`src/rtl/fm_pingpong_scheduler_if.sv`:
```
// Handshake/address bundle between the ping-pong feature-map scheduler and its
// producer/consumer side.
//   slave  : the scheduler. It takes wr_valid and rd_ready, and drives the rest.
//   master : the producer/consumer. It drives wr_valid and rd_ready, and observes the rest.
// Signals:
//   wr_valid/wr_ready/wr_en  producer handshake and RAM write strobe
//   wr_bank/wr_addr          write bank select and address
//   rd_ready/rd_en           consumer handshake and RAM read strobe
//   rd_bank/rd_addr          read bank select and address
//   rd_valid/rd_last         RAM data valid (1 cycle after rd_en), last word of a bank
//   bank_full                per-bank full flags
//   frame_done               1-cycle pulse after a bank finishes draining
interface fm_pingpong_scheduler_if #(
  parameter int ADDR_W = 7
);
  logic              wr_valid;
  logic              wr_ready;
  logic              wr_en;
  logic              wr_bank;
  logic [ADDR_W-1:0] wr_addr;
  logic              rd_ready;
  logic              rd_en;
  logic              rd_bank;
  logic [ADDR_W-1:0] rd_addr;
  logic              rd_valid;
  logic              rd_last;
  logic [1:0]        bank_full;
  logic              frame_done;

  modport slave (
    input  wr_valid, rd_ready,
    output wr_ready, wr_en, wr_bank, wr_addr,
    output rd_en, rd_bank, rd_addr, rd_valid, rd_last,
    output bank_full, frame_done
  );

  modport master (
    output wr_valid, rd_ready,
    input  wr_ready, wr_en, wr_bank, wr_addr,
    input  rd_en, rd_bank, rd_addr, rd_valid, rd_last,
    input  bank_full, frame_done
  );
endinterface

```
`src/rtl/fm_pingpong_scheduler.sv`:
```
// Ping-pong feature-map buffer sequencer. One producer fills one bank while one
// consumer drains the other bank. The module generates the RAM write and read
// strobes, addresses and bank selects, and tracks a full flag for each bank.
// Ports:
//   clock   rising-edge clock
//   reset   synchronous active-high reset
//   flush   synchronous abort with the same effect as reset; used for a layer restart
//   fm_bus  scheduler side (slave) of fm_pingpong_scheduler_if
// Writes issue with 0 latency. Read data is valid 1 cycle after rd_en.
module fm_pingpong_scheduler #(
  parameter int FM_DEPTH = 121,
  parameter int ADDR_W   = 7
) (
  input  logic                      clock,
  input  logic                      reset,
  input  logic                      flush,
  fm_pingpong_scheduler_if.slave    fm_bus
);

  localparam logic [ADDR_W-1:0] LAST_ADDR = ADDR_W'(FM_DEPTH - 1);

  logic              r_wr_sel;
  logic              r_rd_sel;
  logic [ADDR_W-1:0] r_wr_cnt;
  logic [ADDR_W-1:0] r_rd_cnt;
  logic [1:0]        r_bank_full;
  logic              r_vld_p1;
  logic              r_rd_last_p1;
  logic              r_frame_done_p1;

  logic w_wr_ready;
  logic w_wr_en;
  logic w_wr_wrap;
  logic w_rd_en;
  logic w_rd_wrap;

  assign w_wr_ready = ~r_bank_full[r_wr_sel];
  assign w_wr_en    = fm_bus.wr_valid & w_wr_ready;
  assign w_wr_wrap  = w_wr_en & (r_wr_cnt == LAST_ADDR);
  assign w_rd_en    = r_bank_full[r_rd_sel] & fm_bus.rd_ready;
  assign w_rd_wrap  = w_rd_en & (r_rd_cnt == LAST_ADDR);

  // Stage p0: the strobes and addresses come straight from the current state.
  assign fm_bus.wr_ready   = w_wr_ready;
  assign fm_bus.wr_en      = w_wr_en;
  assign fm_bus.wr_bank    = r_wr_sel;
  assign fm_bus.wr_addr    = r_wr_cnt;
  assign fm_bus.rd_en      = w_rd_en;
  assign fm_bus.rd_bank    = r_rd_sel;
  assign fm_bus.rd_addr    = r_rd_cnt;
  assign fm_bus.bank_full  = r_bank_full;

  // Stage p1: these outputs follow the RAM read latency.
  assign fm_bus.rd_valid   = r_vld_p1;
  assign fm_bus.rd_last    = r_rd_last_p1;
  assign fm_bus.frame_done = r_frame_done_p1;

  always_ff @(posedge clock) begin
    if (reset || flush) begin
      r_wr_sel        <= 1'b0;
      r_rd_sel        <= 1'b0;
      r_wr_cnt        <= '0;
      r_rd_cnt        <= '0;
      r_bank_full     <= 2'b00;
      r_vld_p1        <= 1'b0;
      r_rd_last_p1    <= 1'b0;
      r_frame_done_p1 <= 1'b0;
    end else begin
      // A write only targets a non-full bank, and a read only targets a full bank.
      // The set below and the clear further down therefore always hit different
      // bits, and both apply in the same cycle.
      if (w_wr_en) begin
        if (w_wr_wrap) begin
          r_wr_cnt              <= '0;
          r_bank_full[r_wr_sel] <= 1'b1;
          r_wr_sel              <= ~r_wr_sel;
        end else begin
          r_wr_cnt <= r_wr_cnt + ADDR_W'(1);
        end
      end
      if (w_rd_en) begin
        if (w_rd_wrap) begin
          r_rd_cnt              <= '0;
          r_bank_full[r_rd_sel] <= 1'b0;
          r_rd_sel              <= ~r_rd_sel;
        end else begin
          r_rd_cnt <= r_rd_cnt + ADDR_W'(1);
        end
      end
      r_vld_p1        <= w_rd_en;
      r_rd_last_p1    <= w_rd_wrap;
      r_frame_done_p1 <= w_rd_wrap;
    end
  end

endmodule
```
`src/flat_wrapper.sv`:
```
// flat-port wrapper written by rule: the top's interface ports become plain ports
module fm_pingpong_scheduler_flat 
#(
  parameter int FM_DEPTH = 121,
  parameter int ADDR_W   = 7
)
  (clock, reset, flush, fm_bus_wr_valid, fm_bus_rd_ready, fm_bus_wr_ready, fm_bus_wr_en, fm_bus_wr_bank, fm_bus_wr_addr, fm_bus_rd_en, fm_bus_rd_bank, fm_bus_rd_addr, fm_bus_rd_valid, fm_bus_rd_last, fm_bus_bank_full, fm_bus_frame_done);
  fm_pingpong_scheduler_if #(.ADDR_W(ADDR_W)) fm_bus_i ();
  input  logic clock;
  input  logic reset;
  input  logic flush;
  input wire logic [$bits(fm_bus_i.wr_valid)-1:0] fm_bus_wr_valid;
  input wire logic [$bits(fm_bus_i.rd_ready)-1:0] fm_bus_rd_ready;
  output wire logic [$bits(fm_bus_i.wr_ready)-1:0] fm_bus_wr_ready;
  output wire logic [$bits(fm_bus_i.wr_en)-1:0] fm_bus_wr_en;
  output wire logic [$bits(fm_bus_i.wr_bank)-1:0] fm_bus_wr_bank;
  output wire logic [$bits(fm_bus_i.wr_addr)-1:0] fm_bus_wr_addr;
  output wire logic [$bits(fm_bus_i.rd_en)-1:0] fm_bus_rd_en;
  output wire logic [$bits(fm_bus_i.rd_bank)-1:0] fm_bus_rd_bank;
  output wire logic [$bits(fm_bus_i.rd_addr)-1:0] fm_bus_rd_addr;
  output wire logic [$bits(fm_bus_i.rd_valid)-1:0] fm_bus_rd_valid;
  output wire logic [$bits(fm_bus_i.rd_last)-1:0] fm_bus_rd_last;
  output wire logic [$bits(fm_bus_i.bank_full)-1:0] fm_bus_bank_full;
  output wire logic [$bits(fm_bus_i.frame_done)-1:0] fm_bus_frame_done;
  assign fm_bus_i.wr_valid = fm_bus_wr_valid;
  assign fm_bus_i.rd_ready = fm_bus_rd_ready;
  assign fm_bus_wr_ready = fm_bus_i.wr_ready;
  assign fm_bus_wr_en = fm_bus_i.wr_en;
  assign fm_bus_wr_bank = fm_bus_i.wr_bank;
  assign fm_bus_wr_addr = fm_bus_i.wr_addr;
  assign fm_bus_rd_en = fm_bus_i.rd_en;
  assign fm_bus_rd_bank = fm_bus_i.rd_bank;
  assign fm_bus_rd_addr = fm_bus_i.rd_addr;
  assign fm_bus_rd_valid = fm_bus_i.rd_valid;
  assign fm_bus_rd_last = fm_bus_i.rd_last;
  assign fm_bus_bank_full = fm_bus_i.bank_full;
  assign fm_bus_frame_done = fm_bus_i.frame_done;
  fm_pingpong_scheduler #(.FM_DEPTH(FM_DEPTH), .ADDR_W(ADDR_W)) u_core (.clock(clock), .reset(reset), .flush(flush), .fm_bus(fm_bus_i));
endmodule
```
`config.mk`:
```
export PLATFORM = sky130hd
export DESIGN_NAME = fm_pingpong_scheduler_flat
export DESIGN_NICKNAME = d
export VERILOG_FILES = /design/src/rtl/fm_pingpong_scheduler_if.sv /design/src/rtl/fm_pingpong_scheduler.sv /design/src/flat_wrapper.sv
export SDC_FILE = /design/constraint.sdc
export NUM_CORES = 1
export LEC_CHECK = 0
export BUFFER_PORTS_ARGS = -buffer_cell sky130_fd_sc_hd__buf_2
export CORE_MARGIN = 4
export CORE_UTILIZATION = 53
export CTS_CLUSTER_DIAMETER = 50
export CTS_CLUSTER_SIZE = 28
export DETAILED_ROUTE_END_ITERATION = 10
export PLACE_DENSITY = 0.82
export RECOVER_POWER = 100
export SLEW_MARGIN = 10
export SYNTH_ARGS = -nofsm -noshare
export SYNTH_HDL_FRONTEND = slang
export SYNTH_SLANG_ARGS = --single-unit
```
`constraint.sdc`:
```
create_clock -name clock -period 4.7 [get_ports clock]
set_input_delay 0 -clock clock [delete_from_list [all_inputs] [get_ports clock]]
set_output_delay 0 -clock clock [all_outputs]
set_load 0.02 [all_outputs]
```
# After elaboration in Yosys (flattened, before gate mapping)
# Index checks and enable logic that the tools add are counted.
[totals]
register_bits = 20
output_inout_bits = 24
wordCells = 45
[classes]
n_addsub = 2
order_cmp = 4
n_eq_ne = 2
n_mux = 15
n_bitwise = 10
n_reduce_logical = 5
[ops]
columns = ["operator", "n"]
rows = [
  ["$add A7 B1 Y7 const B", 2],
  ["$eq A7 B7 Y1 const B", 2],
  ["$mux W7", 2],
  ["$mux W2", 5],
  ["$mux W1", 6],
  ["$and A1 B1 Y1", 4],
  ["$lt A1 B2 Y1 const B", 2],
  ["$reduce_and A2 Y1", 2],
  ["$not A1 Y1", 3],
  ["$and A2 B2 Y2", 1],
  ["$demux W1 S1", 2],
  ["$ge A1 B1 Y1 const B", 2],
  ["$logic_and A1 B1 Y1", 2],
  ["$not A2 Y2", 1],
  ["$or A2 B2 Y2", 1],
  ["$logic_or A1 B1 Y1", 1],
]

# Logic depth before layout (Yosys ltp)
# Gate-level depths: netlist (run 1).
[logic_depth]
depth_word = 11
ltp_mapped = 6

# Worst setup path after synthesis (run 1)
# Ideal clock, no wire load.
[synth_timing]
path_type = "register to register"
start = "register u_core.r_wr_sel (netlist: u_core.fm_bus.wr_bank)"
end = "register u_core.r_wr_cnt[5] (netlist: u_core.fm_bus.wr_addr[5])"
setup_time_ns = 0.121
t_arrival_ns = 1.561
path_slack_ns = 3.018
stages_incl_launch_ff = 5
path_cell_list = "dfxtp_1 > mux2_4 > or4_4 > nand2_2 > o21ai_1"
[synth_between]
elab_chain_len = 6
[synth_lines]
columns = ["item", "line_no", "rtl"]
rows = [
  ["start: declaration", "fm_pingpong_scheduler.sv:22", "logic r_wr_sel;"],
  ["start signal: assignment", "fm_pingpong_scheduler.sv:76", "r_wr_sel <= ~r_wr_sel;"],
  ["$mux W1 (implied by the code) * (2 in a row)", "fm_pingpong_scheduler.sv:37", "assign w_wr_ready = ~r_bank_full[r_wr_sel];"],
  ["$not A1 Y1 *", "fm_pingpong_scheduler.sv:37", ""],
  ["$and A1 B1 Y1 *", "fm_pingpong_scheduler.sv:38", "assign w_wr_en = fm_bus.wr_valid & w_wr_ready;"],
  ["$and A1 B1 Y1", "fm_pingpong_scheduler.sv:39", "assign w_wr_wrap = w_wr_en & (r_wr_cnt == LAST_ADDR);"],
  ["$mux W7", "fm_pingpong_scheduler.sv:73", "if (w_wr_wrap) begin"],
  ["end signal: assignment", "fm_pingpong_scheduler.sv:78", "r_wr_cnt <= r_wr_cnt + ADDR_W'(1);"],
  ["end: declaration", "fm_pingpong_scheduler.sv:24", "logic [ADDR_W-1:0] r_wr_cnt;"],
]
# Every way passes the cells marked *; elsewhere a longest branch is shown, timed or not. The select of a mux whose other input is x is not followed.
# A chain may end at the register's enable or synchronous reset.

# Worst setup path after layout (run 1)
# Ends and elaborated chain as after synthesis.

==> results.cfg, run 1 <==
[timing]
hold_viol_final = 0
setup-violations-final = 0
worst_pin_slew_ns = 0.387
finalClockSkew_ns = 0.00181
slew_headroom_pct = 74.0
fmax_mhz = 544
finalSetupTns_ns = 0
drv_slew = 0
rsz0062_at_grt = no
post-route-period-util_pct = 39.1
fin_crit_ns = 1.84
fin_hold_ws_ns = 0.00680

[pwr]
peakVddDrop_mv = 0.151
power.total_w = 0.000261
p_leak_nw = 0.390
pwr_density_cell_nw_per_um2 = 240

[critical_path]
arrival_ns = 2.02
reg2reg_slack_ns = 2.86
reg2reg_from = u_core.fm_bus.wr_bank$_SDFFE_PP0P_
reg2regPathDepth = 4
timing.rr.end = u_core.fm_bus.wr_addr[5]$_SDFFE_PP0N_
crit_fanout = 7
worstPathRequired_ns = 4.88
path_class = flip-flop to flip-flop
critPathCapture = u_core.fm_bus.wr_addr[5]$_SDFFE_PP0N_
start_kind = flip-flop
end_kind = flip-flop
critPathLaunch = u_core.fm_bus.wr_bank$_SDFFE_PP0P_

[run_status]
status = finished clean

[logic_synthesis]
synthArstFlopShare_pct = 0
synth-xor-area-share_pct = 12.1
synth-compound-area-share_pct = 5.70
syn_nets = 116
yosys.area.top_type = dfxtp_1
syn_area_sq_um = 943
synth-adder-area-share_pct = 5.31
syn_avg_cell_area_sq_um = 8.82
synth_area_leaders = dfxtp_1 (42%), xnor2_1 (10%), nor2_1 (8.0%), ha_1 (5.3%), inv_1 (4.0%)
synth_top_family_by_area = simple AND/OR/NAND/NOR gates
synthSimpleGateAreaFrac_pct = 25.9
ys_warn_count = 0
ys_seq_area_share_pct = 42.4
synth_ff_type = dfxtp_1
netlist.area_leader.share_pct = 42.4
netlist_instances = 107
synth_common_cells = dfxtp_1 (20), nor2_1 (20), xnor2_1 (11)
synth.mux.area_fraction_pct = 3.85
synth_edf_count = 0
yosys_register_bits = 20
synth_cell_type_count = 27

[layout]
area_growth_pct = 15.5
num_antenna_cells = 0
nNetsFinal = 148
final_cells = 161
layout-drive-gt1-share_pct = 6.57
fin_util_pct = 68.4

[clock_tree]
cts_tree = built
root_buffer = clkbuf_4
cts_resized = 0
clk_latency_ns = 0.29
hold_buffers = 0
cts_setup_buffers = 0
cts-buffers-inserted = 3
clock_path_buffers = 2
cts_sinks = 20
clk_pin_slew_ns = 0.11
htreeDepth = 1

[drt]
vias_per_cell = 4.93
drc = 0
totalWireLength_um = 1940
wl_per_cell_um = 12.0
postRouteAntennaNets = 0
dr.pass1.iters = 4
num_vias = 794
dr.first_iter.drc_count = 8

[global_route]
grt_pass1_wl_um = 3420
grt_pass1_vias = 769
grt_overflow = 0
grt_max_degree = 11
grtUsageTotal_pct = 17.0
antenna_found_initial = 0

[worst_hold_path]
hold_path.class = input pin to flip-flop
holdPathStages = 3

[die]
die_y_um = 50.2
initial_core_util_pct = 59.2
core_sq_um = 1590
die_area_sq_um = 2520
rows = 14
die_w_um = 50.2
io_pins = 29

[placed_design]
place_congestion = 0.773
placed_cells = 158
dp_hpwl_um = 1510
io_buffers = 28

[job]
max_cap_viol_count = 0
layer usage:
| layer | track usage (%) | vias up | share of wire (%) |
|---|---|---|---|
| met1 | 23.6 | 360 | 50 |
| met4 | 7.83 | 0 | 0.67 |
| met2 | 25.4 | 16 | 44 |
| li1 | - | 416 | - |
| met3 | 3.25 | 2 | 4.6 |
| met5 | 0 | - | 0 |
final cells by class:
type,count,area [sq um]
clock buffer,3,22.5
fill,150,504
inverter,10,37.5
multi-input combinational,76,488
sequential,20,400
tap,24,30.0
timing repair buffer,28,111
how the worst min path moves through the flow:
stage	from	endpoint	slack, ns
5_1_grt	fm_bus_wr_valid	u_core.fm_bus.wr_addr[1]$_SDFFE_PP0N_	0.01
4_1_cts	fm_bus_wr_valid	u_core.fm_bus.wr_addr[1]$_SDFFE_PP0N_	0.008
6_report	reset	u_core.fm_bus.bank_full[0]$_SDFF_PP0_	0.007
3_5_place_dp	fm_bus_rd_ready	u_core.fm_bus.rd_addr[1]$_SDFFE_PP0P_	0.33
3_3_place_gp	fm_bus_rd_ready	u_core.fm_bus.rd_addr[1]$_SDFFE_PP0P_	0.32
2_1_floorplan	fm_bus_wr_valid	u_core.fm_bus.wr_addr[1]$_SDFFE_PP0N_	0.16
metrics by stage:
stage	area (sq um)	setup WS, ns
5_1_grt	1090	2.72
3_5_place_dp	1110	3.08
4_1_cts	1130	3.06
2_1_floorplan	943	3.02
3_3_place_gp	1110	3.10
6_report	1090	2.86
critical path: stages (launching register included):
cell     delay [ns]
dfxtp_1        0.39
mux2_1         0.39
or4_1          0.60
nand2_1        0.24
o21ai_0        0.12
where the power goes:
part,switching (W),internal (W),total [W]
Clock,0.0000487,0.0000298,0.0000785
Combinational,0.00000829,0.00000376,0.0000120
Sequential,0.000000731,0.000170,0.000171
Total,0.0000577,0.000204,0.000261
kinds of logic (layout without fill, tap and decap cells):
group / count (synthesis) / in the layout
AOI/OAI and AO/OA: 7 / 7
xor gates and xnor gates: 13 / 13
adders and majority gates: 4 / 4
buffers and inverters: 11 / 41
DFF: 20 / 20
muxes: 3 / 3
and+or+nand+nor: 49 / 49
sequential cells by signal (all words and copies together) (netlist names):
name and cells:
u_core.fm_bus.rd_last 1, u_core.fm_bus.wr_addr 7, u_core.fm_bus.rd_valid 1, u_core.fm_bus.rd_bank 1, u_core.fm_bus.bank_full 2, u_core.fm_bus.rd_addr 7
u_core.fm_bus.wr_bank 1
layout by cell type, fill, tap and decap left out, drive strengths merged:
cell type	count
and4b	1
a21bo	1
inv	10
nand3	5
nor3b	3
or2	1
nand2	8
mux2	2
nor3	3
o221a	2
o21ai	1
dfxtp	20
mux2i	1
clkbuf	26
nand4b	1
nor2	20
or4	1
a31oi	1
a21oi	2
xor2	2
and3	1
buf	5
and2	1
xnor2	11
ha	4
nand4	4
(Power assumes the default switching activity.)
==> run 2, diff against run 1 <==
CORE_ASPECT_RATIO = 1.4   (was default)
CORE_UTILIZATION = 44   (was 53)
PLACE_DENSITY = 0.73   (was 0.82)
clock period = 1.5 ns   (was 4.7 ns; I/O delays follow)
==> run 2 against run 1 <==
Effect of this change:
- the flow now finishes with violations (setup timing)
- final area grew 21%
- worst hold slack gained 0.019 ns
- sequential cell count is the same
- final cell count grew 8.7%
- maximum frequency grew 18%
- total power grew to 3.9 times the previous value
- sequential power grew to 3.1 times the previous value
- critical path depth grew 2
- global-route usage grew 0.48 points
- clock skew grew 0.011 ns
- critical path type unchanged
- largest cell class unchanged
==> results.cfg, run 2 (synthesis results as in run 1) <==
[drt]
dr.first_iter.drc_count = 12
drc = 0
dr.pass1.iters = 4
postRouteAntennaNets = 0
totalWireLength_um = 2340
num_vias = 890
vias_per_cell = 5.09
wl_per_cell_um = 13.4

[placed_design]
placed_cells = 168
place_congestion = 0.838
dpl-instance-area_sq_um = 1200
dp_hpwl_um = 1780
io_buffers = 28

[global_route]
grt_overflow = 0
grt_max_degree = 13
grtUsageTotal_pct = 17.5
grt_pass1_wl_um = 3850
antenna_found_initial = 0
grt_pass1_vias = 873

[critical_path]
worstPathRequired_ns = 1.75
reg2reg_slack_ns = -0.05
critPathLaunch = u_core.fm_bus.wr_addr[0]$_SDFFE_PP0N_
end_kind = flip-flop
arrival_ns = 1.81
reg2reg_from = u_core.fm_bus.wr_addr[0]$_SDFFE_PP0N_
critPathCapture = u_core.fm_bus.bank_full[0]$_SDFF_PP0_
reg2regPathDepth = 6
start_kind = flip-flop
path_class = flip-flop to flip-flop
crit_fanout = 4
timing.rr.end = u_core.fm_bus.bank_full[0]$_SDFF_PP0_

[clock_tree]
cts-buffers-inserted = 3
root_buffer = clkbuf_4
clk_latency_ns = 0.30
clock_path_buffers = 2
clk_pin_slew_ns = 0.12
cts_sinks = 20
htreeDepth = 1
cts_tree = built

[timing]
slew_headroom_pct = 72.5
post-route-period-util_pct = 104
fin_crit_ns = 1.55
fin_hold_ws_ns = 0.0257
finalSetupTns_ns = -0.126
hold_viol_final = 0
rsz0062_at_grt = yes
drv_slew = 0
fmax_mhz = 643
setup-violations-final = 6
finalClockSkew_ns = 0.0133
worst_pin_slew_ns = 0.412
post-route-worst-setup-slack_ns = -0.0548

[die]
rows = 19
die_y_um = 62.8
io_pins = 29
core_sq_um = 2000
die_w_um = 47.1
initial_core_util_pct = 47.2
die_area_sq_um = 2960

[run_status]
violations = setup timing
status = finished with violations

[worst_hold_path]
hp-start = fm_bus_rd_ready
holdPathStages = 3
hold_path.class = input pin to flip-flop

[layout]
nNetsFinal = 164
design_area_sq_um = 1320
final_common_cell = nor2_1
area_growth_pct = 39.5
layout-drive-gt1-share_pct = 35.1
final_cells = 175
layout.cells.most_common_list = nor2_1 (18), dfxtp_1 (17), buf_2 (15), buf_4 (15), clkbuf_1 (12)
num_antenna_cells = 0

[job]
max_cap_viol_count = 0

[pwr]
p_leak_nw = 0.544
peakVddDrop_mv = 0.646
pwr_density_cell_nw_per_um2 = 779
run 2: cell types whose count changed in the layout (fill, tap and decap cells not counted), moves of 3 or more:
cell,change
buf_2,+10
buf_4,+15
clkbuf_1,-11
dfxtp_1,-3
inv_1,-4
inv_2,+3
nand2_1,-3
run 2: area by class of cell:
class | instances | area (sq um)
tap | 21 | 26.3
clock buffer | 3 | 22.5
inverter | 10 | 40.0
multi-input combinational | 76 | 537
timing repair buffer | 44 | 254
sequential | 20 | 407
clock inverter | 1 | 30.0
fill | 179 | 681
run 2: routing by layer:
layer | share of wire [%] | global-route usage [%] | vias to the layer above
li1 | - | - | 450
met1 | 40 | 19.3 | 412
met2 | 54 | 32.0 | 26
met3 | 5.4 | 2.59 | 2
met4 | 0.73 | 5.19 | 0
met5 | 0 | 0 | -
run 2: what timing repair did:
item / in CTS / in global routing
resized for setup: 12 / 6
pin swaps: 6 / 2
hold endpoints to repair: 1 / 0
cloned: 0 / 0
setup endpoints to repair: 11 / 19
buffers inserted: 1 / 1
hold buffers: 1 / 0
run 2: how the worst min path moves through the flow:
stage                                                  to
detailed placement  u_core.fm_bus.rd_addr[1]$_SDFFE_PP0P_
floorplan           u_core.fm_bus.wr_addr[1]$_SDFFE_PP0N_
global route            u_core.fm_bus.rd_valid$_SDFF_PP0_
finish              u_core.fm_bus.rd_addr[1]$_SDFFE_PP0P_
global placement    u_core.fm_bus.wr_addr[1]$_SDFFE_PP0N_
CTS                 u_core.fm_bus.rd_addr[1]$_SDFFE_PP0P_
run 2: where the power goes:
| part | total [W] | internal [W] | switching (W) | leakage (nW) |
|---|---|---|---|---|
| registers | 0.000533 | 0.000531 | 0.00000138 | 0.163 |
| logic | 0.0000558 | 0.0000231 | 0.0000327 | 0.354 |
| clock network | 0.000437 | 0.000270 | 0.000167 | 0.0279 |
run 2: critical path, cell delays in order, from the launching register on:
cell	delay, ns
dfxtp_2	0.35
inv_2	0.07
ha_4	0.11
nand4b_1	0.08
or4_4	0.58
nor2_1	0.13
o221a_1	0.18
run 2: metrics by stage:
step                      total power, W  setup slack, ns  utilization [%]
after global placement          0.000585          -0.0210             60.3
final                            0.00103          -0.0548             65.9
after floorplan                 0.000566          -0.0626                -
after detailed placement        0.000586          -0.0598             60.3
after CTS                        0.00103          -0.0389             65.4
after global routing             0.00108           -0.129             65.9
==> run 3, diff against run 2 <==
--- a/config.mk
+++ b/config.mk
@@ -7,4 +7,5 @@
 export LEC_CHECK = 0
 export BUFFER_PORTS_ARGS = -buffer_cell sky130_fd_sc_hd__buf_2
+export CAP_MARGIN = 40
 export CORE_ASPECT_RATIO = 1.4
 export CORE_MARGIN = 4
==> constraint.sdc (replaced) <==
create_clock -name clock -period 1.5 [get_ports clock]
set_input_delay 0 -clock clock [delete_from_list [all_inputs] [get_ports clock]]
set_output_delay 0 -clock clock [all_outputs]
set_load 0.05 [all_outputs]
==> run 3 against run 2 <==
Effect of this change:
- final area fell by 1.2%
- combinational power rose by 13%
- first-iteration DRC count rose by 25%
- sequential power barely moved
- sequential cell count did not move
- sequential share of layout area rose by 0.77 points
- critical path type unchanged
- the flow still finishes with violations (setup timing)
- die area did not move
- clock-buffer cell count rose by 1
- clock power fell by 29%
- register-to-register slack got worse by 0.06 ns
- final cell count fell by 1.1%
- worst setup slack got worse by 0.063 ns
==> results.cfg, run 3 (synthesis results as in run 1) <==
[run_status]
status = finished with violations
violations = setup timing

[clock_tree]
htreeDepth = 1
cts_sinks = 20
clk_latency_ns = 0.29
clk_pin_slew_ns = 0.12
clock_path_buffers = 2
root_buffer = clkbuf_4
cts_tree = built
cts-buffers-inserted = 3

[timing]
finalClockSkew_ns = 0.00752
worst_pin_slew_ns = 0.613
drv_slew = 0
hold_viol_final = 0
fin_crit_ns = 1.62
setup-violations-final = 11
rsz0062_at_grt = yes
slew_headroom_pct = 59.3
fmax_mhz = 618
post-route-worst-setup-slack_ns = -0.118
post-route-period-util_pct = 108

[die]
die_w_um = 47.1
rows = 19
die_y_um = 62.8
core_sq_um = 2000
io_pins = 29
die_area_sq_um = 2960
initial_core_util_pct = 47.2

[critical_path]
start_kind = flip-flop
worstPathRequired_ns = 1.74
crit_chain = mux2_4 -> or4_4 -> nor2_2 -> o221a_1
arrival_ns = 1.85
cp_slowest_cell = or4_4
cpPeakStageDelay_ns = 0.59
path_class = flip-flop to flip-flop
path_delay_family = simple AND/OR/NAND/NOR gates
end_kind = flip-flop
cp_num_buf_inv = 0
crit_fanout = 4

[drt]
dr.first_iter.drc_count = 15
dr.pass1.iters = 4
totalWireLength_um = 2270
vias_per_cell = 5.19
drc = 0
num_vias = 898
wl_per_cell_um = 13.1
postRouteAntennaNets = 0

[job]
max_cap_viol_count = 0

[pwr]
power.total_w = 0.000905
pwr_density_cell_nw_per_um2 = 696
power_frac_clock_pct = 34.2
comb_power_share_pct = 7.0
p_leak_nw = 0.495
peakVddDrop_mv = 0.545
sw_frac_of_total_pct = 22.5
switching_power_w = 0.000203
seq_power_share_pct = 58.8
power.internal_w = 0.000702

[layout]
nNetsFinal = 162
area_growth_pct = 37.8
fin_util_pct = 65.1
layout-drive-gt1-share_pct = 31.6
layout.cells.most_common_list = clkbuf_1 (21), nor2_1 (17), dfxtp_1 (13)
final_common_cell = clkbuf_1
num_antenna_cells = 0

[worst_hold_path]
hold_path.class = input pin to flip-flop

[global_route]
grt_max_degree = 12
antenna_found_initial = 0
grtUsageTotal_pct = 16.6
grt_pass1_wl_um = 3730
grt_overflow = 0
grt_pass1_vias = 876

[placed_design]
dp_hpwl_um = 1680
io_buffers = 28
place_congestion = 0.844
[run 3: cell count changes in the layout (fill, tap and decap cells not counted), sizes merged]
cell,change
buf,-12
bufinv,-1
clkbuf,+11
clkinvlp,+1
inv,-1
[run 3: layout make-up]
cell class / count / area [sq um]
inverters: 10 / 41.3
well taps: 21 / 26.3
flip-flops and latches: 20 / 412
fillers: 192 / 697
clock buffers: 4 / 36.3
multi-input cells: 76 / 552
repair buffers: 42 / 233
[run 3: metrics by stage]
stage          hold WS [ns]  cells  instance area, sq um  TNS (ns)  setup slack [ns]
6_report             0.0120    173                  1300    -0.776            -0.118
5_1_grt             0.00367    173                  1300     -1.33            -0.165
4_1_cts           0.0000747    170                  1280    -0.185           -0.0732
3_5_place_dp          0.320    164                  1190    -0.327           -0.0662
3_3_place_gp          0.313    164                  1190   -0.0778           -0.0262
2_1_floorplan         0.152    107                   960     -1.37            -0.157
[run 3: path summary, 6_finish.rpt]
kind                                                       startpoint                                     to  cells past startpoint  slack, ns
worst max-delay path               u_core.fm_bus.wr_bank$_SDFFE_PP0P_  u_core.fm_bus.bank_full[1]$_SDFF_PP0_                      4      -0.12
worst min-delay path                                  fm_bus_rd_ready  u_core.fm_bus.rd_addr[1]$_SDFFE_PP0P_                      3       0.01
worst max register to register     u_core.fm_bus.wr_bank$_SDFFE_PP0P_  u_core.fm_bus.bank_full[1]$_SDFF_PP0_                      4      -0.12
worst min register to register  u_core.fm_bus.rd_addr[1]$_SDFFE_PP0P_  u_core.fm_bus.rd_addr[1]$_SDFFE_PP0P_                      2       0.50
[run 3: power groups by stage]
stage	Combinational (W)	Clock, W	Sequential (W)
floorplan	0.0000224	0	0.000552
global placement	0.0000496	0	0.000544
detailed placement	0.0000505	0	0.000544
CTS	0.0000608	0.000317	0.000533
global route	0.0000703	0.000339	0.000533
finish	0.0000633	0.000309	0.000532
[run 3: tightest hold or removal path: stages]
cell and delay, ns:
buf_2 0.14, nand3_1 0.08, a21oi_1 0.06
[run 3: routing by layer]
| layer | vias to the layer above | global-route usage [%] | share of wire (%) |
|---|---|---|---|
| met4 | 0 | 4.15 | 0.44 |
| met2 | 24 | 29.6 | 55 |
| li1 | 447 | - | - |
| met3 | 2 | 3.17 | 6.1 |
| met1 | 425 | 18.9 | 38 |
| met5 | - | 0 | 0 |
[run 3: what timing repair did]
action	in CTS	in global routing
setup endpoints to repair	12	20
gates cloned	0	0
pin swaps	5	3
hold buffers	1	0
endpoints found under the hold margin	1	0
setup buffers	1	3
gates resized for setup	12	8
